## config.mk

```make
export PLATFORM = sky130hd
export DESIGN_NAME = voice_match_scorer
export DESIGN_NICKNAME = d
export VERILOG_FILES = /design/src/rtl/voice_match_scorer_pkg.sv /design/src/rtl/voice_match_scorer_addr_gen.sv /design/src/rtl/voice_match_scorer.sv
export SDC_FILE = /design/constraint.sdc
export NUM_CORES = 1
export LEC_CHECK = 0
export CORE_MARGIN = 4
export CORE_UTILIZATION = 45
export CTS_CLUSTER_SIZE = 28
export DETAILED_ROUTE_END_ITERATION = 7
export GPL_TIMING_DRIVEN = 1
export PLACE_DENSITY_LB_ADDON = 0.1
export SLEW_MARGIN = 20
export SYNTH_ARGS = -nofsm -noshare
export SYNTH_HDL_FRONTEND = slang
export SYNTH_SLANG_ARGS = --single-unit
```

## constraint.sdc

```tcl
create_clock -name clk -period 1.9 [get_ports clk]
set_input_delay 0.19 -clock clk [delete_from_list [all_inputs] [get_ports clk]]
set_output_delay 0.19 -clock clk [all_outputs]
set_load 0.02 [all_outputs]
```

## src/rtl/voice_match_scorer_pkg.sv

```systemverilog
// ---------------------------------------------------------------------------
// voice_match_scorer_pkg
//   Shared definitions for the voice-recognition match datapath.
//   - voice_state_e : states of the template-scoring controller
//   - WORD_BYTES    : bytes compared per 32-bit word by the threshold comparator
//   - COUNT_W       : width of the comparator's per-word match count (0..4)
//   - score_width() : width of an unsigned score that can hold WORD_BYTES*words
// ---------------------------------------------------------------------------
package voice_match_scorer_pkg;

    localparam int WORD_BYTES = 4;
    localparam int COUNT_W    = $clog2(WORD_BYTES + 1);

    typedef enum logic [2:0] {
        IDLE,
        RUN,
        DRAIN,
        CMP,
        FIN
    } voice_state_e;

    // The maximum score is WORD_BYTES*words, so this width can never overflow.
    function automatic int score_width(input int words);
        return $clog2(WORD_BYTES * words + 1);
    endfunction

endpackage

```

## src/rtl/voice_match_scorer_addr_gen.sv

```systemverilog
// ---------------------------------------------------------------------------
// voice_match_scorer_addr_gen
//   Word/template counters and the paired read addresses for the scorer.
//   Addresses are pure functions of the counters, and the counters only move
//   on entry to or inside a RUN phase, so both addresses hold their last
//   value while the controller is elsewhere.
//
//   Ports:
//     clk, rst_l   clock, asynchronous active-low reset
//     clear        restart at word 0 / template 0 (accepted start)
//     word_inc     advance to the next word of the current template
//     tmpl_inc     advance to the next template, word back to 0
//     tmpl         current template index
//     word_last    current word is WORDS-1
//     tmpl_last    current template is NUM_TEMPLATES-1
//     ram_addr     sample word address
//     dir_addr     dictionary address tmpl*WORDS + word
// ---------------------------------------------------------------------------
module voice_match_scorer_addr_gen #(
    parameter  int WORDS         = 256,
    parameter  int NUM_TEMPLATES = 8,
    localparam int AW            = $clog2(WORDS),
    localparam int TW            = $clog2(NUM_TEMPLATES),
    localparam int DW            = $clog2(WORDS * NUM_TEMPLATES)
) (
    input  logic          clk,
    input  logic          rst_l,
    input  logic          clear,
    input  logic          word_inc,
    input  logic          tmpl_inc,
    output logic [TW-1:0] tmpl,
    output logic          word_last,
    output logic          tmpl_last,
    output logic [AW-1:0] ram_addr,
    output logic [DW-1:0] dir_addr
);

    logic [AW-1:0] word_reg;
    logic [TW-1:0] tmpl_reg;

    always_ff @(posedge clk or negedge rst_l) begin
        if (!rst_l) begin
            word_reg <= '0;
            tmpl_reg <= '0;
        end else if (clear) begin
            word_reg <= '0;
            tmpl_reg <= '0;
        end else if (tmpl_inc) begin
            word_reg <= '0;
            tmpl_reg <= tmpl_reg + 1'b1;
        end else if (word_inc) begin
            word_reg <= word_reg + 1'b1;
        end
    end

    assign tmpl      = tmpl_reg;
    assign word_last = (word_reg == AW'(WORDS - 1));
    assign tmpl_last = (tmpl_reg == TW'(NUM_TEMPLATES - 1));
    assign ram_addr  = word_reg;

    // A power-of-two template length turns the multiply-add into wiring.
    generate
        if ((WORDS & (WORDS - 1)) == 0) begin : g_pow2
            assign dir_addr = DW'({tmpl_reg, word_reg});
        end else begin : g_mul
            assign dir_addr = DW'(tmpl_reg) * DW'(WORDS) + DW'(word_reg);
        end
    endgenerate

endmodule

```

## src/rtl/voice_match_scorer.sv

```systemverilog
// ---------------------------------------------------------------------------
// voice_match_scorer
//   Scores one captured sample against every dictionary template. For each
//   template it walks all words, issuing paired RAM/ROM read addresses, and
//   accumulates the comparator's per-word match count (add_val, one cycle
//   behind the address). The best template (lowest index on ties) is reported
//   with a one-cycle done pulse.
//
//   Optional feature (macro VOICE_MIN_SCORE_EN): when defined, match_valid is
//   only raised if the best score reaches MIN_SCORE; otherwise match_valid is
//   raised unconditionally at the end of a run.
//
//   Ports:
//     clk, rst_l   clock, asynchronous active-low reset (aborts a run)
//     start        begin a run; only looked at while idle
//     ram_addr     sample word address
//     dir_addr     template word address (tmpl*WORDS + word)
//     add_val      comparator match count for the previous cycle's addresses
//     busy         run in progress (drops together with the done pulse)
//     done         one-cycle pulse, results final
//     best_idx     winning template
//     best_score   winning score
//     match_valid  best_idx is an accepted match
// ---------------------------------------------------------------------------
module voice_match_scorer
    import voice_match_scorer_pkg::*;
#(
    parameter  int WORDS         = 256,
    parameter  int NUM_TEMPLATES = 8,
    parameter  int MIN_SCORE     = 512,
    localparam int AW            = $clog2(WORDS),
    localparam int DW            = $clog2(WORDS * NUM_TEMPLATES),
    localparam int TW            = $clog2(NUM_TEMPLATES),
    localparam int SW            = score_width(WORDS)
) (
    input  logic               clk,
    input  logic               rst_l,
    input  logic               start,
    output logic [AW-1:0]      ram_addr,
    output logic [DW-1:0]      dir_addr,
    input  logic [COUNT_W-1:0] add_val,
    output logic               busy,
    output logic               done,
    output logic [TW-1:0]      best_idx,
    output logic [SW-1:0]      best_score,
    output logic               match_valid
);

`ifdef VOICE_MIN_SCORE_EN
    localparam bit MIN_GATE_EN = 1'b1;
`else
    localparam bit MIN_GATE_EN = 1'b0;
`endif
    localparam logic [31:0] MIN_SCORE_U = 32'(MIN_SCORE);

    voice_state_e  state_reg;
    logic [SW-1:0] score_reg;
    logic [SW-1:0] best_score_reg;
    logic [TW-1:0] best_idx_reg;
    logic          match_valid_reg;
    logic          busy_reg;
    logic          done_reg;
    logic          pipe_valid_reg;   // previous cycle was RUN, so add_val is live

    logic [TW-1:0] tmpl;
    logic          word_last;
    logic          tmpl_last;
    logic          take_new;
    logic [SW-1:0] cmp_best;
    logic          min_ok;

    voice_match_scorer_addr_gen #(
        .WORDS         (WORDS),
        .NUM_TEMPLATES (NUM_TEMPLATES)
    ) u_addr_gen (
        .clk       (clk),
        .rst_l     (rst_l),
        .clear     ((state_reg == IDLE) && start),
        .word_inc  ((state_reg == RUN) && !word_last),
        .tmpl_inc  ((state_reg == CMP) && !tmpl_last),
        .tmpl      (tmpl),
        .word_last (word_last),
        .tmpl_last (tmpl_last),
        .ram_addr  (ram_addr),
        .dir_addr  (dir_addr)
    );

    // Template 0 always seeds the best; afterwards only a strictly higher
    // score replaces it, so ties keep the lower index.
    assign take_new = (score_reg > best_score_reg) || (tmpl == '0);
    assign cmp_best = take_new ? score_reg : best_score_reg;
    assign min_ok   = !MIN_GATE_EN || (32'(cmp_best) >= MIN_SCORE_U);

    always_ff @(posedge clk or negedge rst_l) begin
        if (!rst_l) begin
            state_reg       <= IDLE;
            score_reg       <= '0;
            best_score_reg  <= '0;
            best_idx_reg    <= '0;
            match_valid_reg <= 1'b0;
            busy_reg        <= 1'b0;
            done_reg        <= 1'b0;
            pipe_valid_reg  <= 1'b0;
        end else begin
            done_reg       <= 1'b0;
            pipe_valid_reg <= (state_reg == RUN);
            case (state_reg)
                IDLE: begin
                    if (start) begin
                        score_reg       <= '0;
                        best_score_reg  <= '0;
                        best_idx_reg    <= '0;
                        match_valid_reg <= 1'b0;
                        busy_reg        <= 1'b1;
                        state_reg       <= RUN;
                    end
                end
                RUN: begin
                    // First RUN cycle of a template has no read in flight yet.
                    if (pipe_valid_reg) begin
                        score_reg <= score_reg + SW'(add_val);
                    end
                    if (word_last) begin
                        state_reg <= DRAIN;
                    end
                end
                DRAIN: begin
                    score_reg <= score_reg + SW'(add_val);
                    state_reg <= CMP;
                end
                CMP: begin
                    if (take_new) begin
                        best_score_reg <= score_reg;
                        best_idx_reg   <= tmpl;
                    end
                    score_reg <= '0;
                    if (tmpl_last) begin
                        // Results, done and the falling busy all appear in FIN.
                        match_valid_reg <= min_ok;
                        done_reg        <= 1'b1;
                        busy_reg        <= 1'b0;
                        state_reg       <= FIN;
                    end else begin
                        state_reg <= RUN;
                    end
                end
                FIN: begin
                    state_reg <= IDLE;
                end
                default: begin
                    state_reg <= IDLE;
                end
            endcase
        end
    end

    assign busy        = busy_reg;
    assign done        = done_reg;
    assign best_idx    = best_idx_reg;
    assign best_score  = best_score_reg;
    assign match_valid = match_valid_reg;

endmodule

```

# Word level (Yosys, flattened, before mapping)
# Cells that the tools add are included.
# classes
add_sub_neg,3
n_reduce_logical,16
mul,0
n_eq_ne,10
n_mux,25
n_shift,0
bitwise_logic,0
n_lt_le_gt_ge,1
n_div,0
# op_table
op,n
11-bit case mux with 4 select lines,1
11-bit two-way mux,3
8-bit two-way mux,3
11-bit case mux with 2 select lines,1
3-bit two-way mux,7
3-bit case mux with 4 select lines,1
11-bit by 3-bit adder with 11-bit output,1
11-bit > comparator,1
"2-bit != test, second input constant",5
3-bit AND reduction,3
"8-bit by 1-bit adder with 8-bit output, second input constant",1
"8-bit == test, second input constant",1
"3-bit by 2-bit == test with 1-bit output, second input constant",2
3-bit zero test,2
1-bit two-way mux,6
3-bit case mux with 2 select lines,1
1-bit case mux with 2 select lines,2
2-bit nonzero test,2
4-bit nonzero test,1
"3-bit by 1-bit adder with 3-bit output, second input constant",1
"3-bit by 1-bit == test with 1-bit output, second input constant",1
"3-bit == test, second input constant",1
1-bit logical AND,3
3-bit nonzero test,1
3 further kinds,4
# word_totals
ram_bits,0
inputBits,6
mem_bits_ro,0
output_inout_bits,36
latch_bits,0
n_memories,0
reg_bits,43

# Depth between registers and ports, before layout
# depth
ltp_word,6
ltp_mapped,8

# By module
# Synthesis repeated with hierarchy kept, for this count alone.
# unflattened
cells_unflattened,235
hier_area_um2,2437.3
# modules_own_cells
mod,n_inst,area_per_inst_um2,cells_per_inst
voice_match_scorer,1,1811.7,173
voice_match_scorer_addr_gen,1,625.6,62

# Worst setup path before layout
# Ideal clock, no wire load.
# synth_path
path_type,reg2reg
from,register best_score_reg[8] (netlist: best_score[8])
to,register best_score_reg[6] (netlist: best_score[6])
t_required_ps,1779
arrival_time_ps,1981
path_stages_with_launch,9
path_slack_ps,-202
synth_period_minus_slack_ps,2102
setup_time_ps,121
cell_sequence,dfrtp_1 inv_1 ha_1 a211oi_1 o21bai_1 mux2i_1 a211o_1 buf_2 a22o_1
# synth_via
elab_chain_cells,4
# synth_lines
element,line_no,rtl
"start, declared",voice_match_scorer.sv:58,logic [SW-1:0] best_score_reg;
"start signal, assigned",voice_match_scorer.sv:133,best_score_reg <= score_reg;
11-bit > comparator,voice_match_scorer.sv:90,assign take_new = (score_reg > best_score_reg) || (tmpl == '0);
1-bit logical OR,voice_match_scorer.sv:90,
2-bit != test (no source line),--,
3-bit AND reduction (no source line),--,
# Every way passes these cells.
# A chain may end at the register's enable or synchronous reset.

# Final worst setup path
# layout_path
from,register score_reg[10]
to,register best_score_reg[1] (netlist: best_score[1])
# layout_via
elab_chain_cells,4
# layout_lines
element,line_no,rtl
"start, declared",voice_match_scorer.sv:57,logic [SW-1:0] score_reg;
"start signal, assigned",voice_match_scorer.sv:121,score_reg <= score_reg + SW'(add_val);
"start signal, assigned",voice_match_scorer.sv:128,score_reg <= score_reg + SW'(add_val);
11-bit > comparator,voice_match_scorer.sv:90,
1-bit logical OR,voice_match_scorer.sv:90,
2-bit != test (no source line),--,
3-bit AND reduction (no source line),--,
# Every way passes these cells.

==> summary.md <==
| Metric | Value |
|---|---|
| Max Root-Sink Buffers | `2` |
| Leakage power | `1.53 nW` |
| Fmax | `483 MHz` |
| Synth cell types | `44` |
| Final nets | `347` |
| Vias in the first global route | `1984` |
| Total CTS buffers | `5` |
| RSZ-0062 raised after global routing | `true` |
| CTS tree | `built` |
| Asr flop ratio synth | `100%` |
| Max H-tree Level | `2` |
| HP Class | `in -> async` |
| Global Route Usage Sum | `17.8%` |
| Synth Area in Compound Gates | `14.0%` |
| YS warnings | `0` |
| Min Tclk post-route | `2.07 ns` |
| Placed instance area | `3130 sq um` |
| Flops & latches, synth | `43` |
| Clock skew | `0.00653 ns` |
| Full die area | `6510 sq um` |
| Peak supply drop | `0.809 mV` |
| Worst-Skew Late Latency | `0.30 ns` |
| Max-slew violation count | `0` |
| Place WS | `-0.415 ns` |
| Total gr overflow | `0` |
| Std-Cell Rows | `26` |
| Die span in y | `80.7 um` |
| Port bufs | `41` |
| Synth Area in XOR/XNOR | `5.89%` |
| Run status | `finished with violations` |
| Hold_ws | `0.300 ns` |
| Worst-margin pin slew | `0.300 ns` |
| Failing checks | `negative setup slack` |
| Routed vias/inst | `5.07` |
| Non-filler cells, final | `393` |
| Most frequent cells in the layout | `45 x buf_4, 40 x clkdlybuf4s50_1, 35 x nor2_1, 35 x dfrtp_1, 16 x inv_1` |
| Main combinational cell family by area after synthesis | `simple AND/OR/NAND/NOR gates` |
| Max Cap Viol | `0` |
| Post-synth net total | `261` |
| Via Count | `1993` |
| CP Max Fanout | `5` |
| Syn_area_per_cell | `10.1 sq um` |
| Largest net degree at the start of global routing | `21` |
| Post-synth top area cell | `dfrtp_1` |
| Crit end category | `flip-flop` |
| Final TNS setup | `-2.19 ns` |
| Clock sinks | `43` |
| Dominant cells by area after synthesis | `dfrtp_1 45%, ha_1 9.5%, nor2_1 5.5%` |
| Crit path DAT | `2.26 ns` |
| Sequential area share after synthesis | `45.3%` |
| Relative slew slack | `80.0%` |
| Mapped Cells | `236` |
| Top cell type's share of synthesized area | `45.3%` |
| Synth Area in Adders | `10.3%` |
| Final ANT Viol Nets | `0` |
| Post-Layout Inst Area | `3440 sq um` |
| Post-Syn Area | `2380 sq um` |
| Post-synth top flop | `dfrtp_1` |
| Die width | `80.7 um` |
| 1st-iter DRT viols | `103` |
| EDFF count, synth | `0` |
| Critical Path RT | `2.09 ns` |
| First-pass GRT wire length | `8890 um` |
| Final GP Congestion | `0.819` |
| Most common cell after layout, fill and taps aside | `buf_4` |
| DRC | `0` |
| R2R cell count | `7` |
| Final period util | `109%` |
| Final setup margin | `-0.170 ns` |
| Power Dens Cells | `1370 nW/um^2` |
| Post-DP HPWL | `3870 um` |
| Post-synthesis simple-gate area fraction | `16.1%` |
| Clock-pin slew on the worst setup and hold paths | `0.08 ns` |
| Post-synthesis mux area share | `1.32%` |
| Final Hold Vio Count | `0` |
| Crit Path Category | `reg -> reg` |
| Final core occ | `67.4%` |
| Top Ports | `42` |
| Placed cell count | `379` |
| Final WL | `5440 um` |
| Pwr Total | `4.72 mW` |
| ANT cells | `0` |
| Initial antenna violation count | `0` |
| Root Buffer | `clkbuf_8` |
| Wire length per cell | `13.8 um` |
| Synth-to-layout area growth | `44.7%` |
| Starting Density | `46.5%` |
| DR pass1 iterations | `4` |
| Final setup fails | `14` |
| Core region area | `5110 sq um` |
| Startpoint Class | `flip-flop` |
| Layout cell share with drive strength beyond 1 | `29.7%` |
[path summary, 6_finish.rpt]
kind / from / end / slack [ns]
setup / recovery: score_reg[10] / best_score[1] / -0.17
hold / removal: rst_l / best_score[7] / 0.30
setup reg to reg: score_reg[10] / best_score[1] / -0.17
hold reg to reg: best_idx[2] / best_idx[2] / 0.51
max in group asynchronous: rst_l / state_reg[0] / 1.03
min in group clk: best_idx[2] / best_idx[2] / 0.51
[what timing repair did]
action                                  in CTS  in global routing
buffers inserted                             2                  2
pin swaps                                    9                 10
endpoints found under the setup margin      17                 19
gates resized for setup                     18                 20
hold buffers                                 1                  0
gates cloned                                 1                  0
endpoints found under the hold margin       11                  0
[final cells by class]
| type | count | area [sq um] |
|---|---|---|
| Clock buffer | 5 | 68.8 |
| Inverter | 20 | 75.1 |
| Multi-Input combinational cell | 160 | 1300 |
| Sequential cell | 43 | 1090 |
| Timing Repair Buffer | 92 | 810 |
| Clock inverter | 3 | 15.0 |
| Tap cell | 70 | 87.6 |
| Fill cell | 428 | 1670 |
[kinds of logic (layout without fill, tap and decap cells)]
| family | Yosys count | after routing |
|---|---|---|
| muxes | 3 | 3 |
| buffers and inverters | 33 | 120 |
| xor gates and xnor gates | 16 | 16 |
| AOI/OAI and AO/OA | 44 | 44 |
| DFF | 43 | 43 |
| and+or+nand+nor | 78 | 78 |
| adders and majority gates | 19 | 19 |
[synthesized netlist by cell type (3+ instances only)]
| library cell | number |
|---|---|
| buf_2 | 3 |
| dfrtp_1 | 43 |
| a211oi_1 | 3 |
| buf_4 | 9 |
| nor2b_1 | 3 |
| xor2_1 | 6 |
| o21bai_1 | 3 |
| nand3_1 | 3 |
| nand4_1 | 7 |
| ha_1 | 18 |
| o21ai_0 | 9 |
| a21oi_1 | 6 |
| xnor2_1 | 10 |
| nand2_1 | 10 |
| a22o_1 | 13 |
| nor2_1 | 35 |
| nor3_1 | 5 |
| inv_1 | 20 |
[critical path, stage by stage (launching register included)]
cell and delay (ns):
dfrtp_1 0.42, ha_4 0.29, nand4_1 0.18, mux2i_4 0.25, buf_6 0.13, a211o_4 0.34, buf_6 0.14, a22o_1 0.20
[where the power goes]
part           switching [mW]  internal [mW]
combinational            1.44           1.43
sequential              0.161           1.12
clock                   0.316          0.252
[layer usage]
metal  share of wire [%]  GRT usage [%]  up-vias
met3                 2.7           3.59       11
met4                 2.0           6.25        0
met2                  48           28.6       41
li1                    -              -      981
met5                   0              0        -
met1                  47           23.8      960
Power figures use the tool's default switching activity.
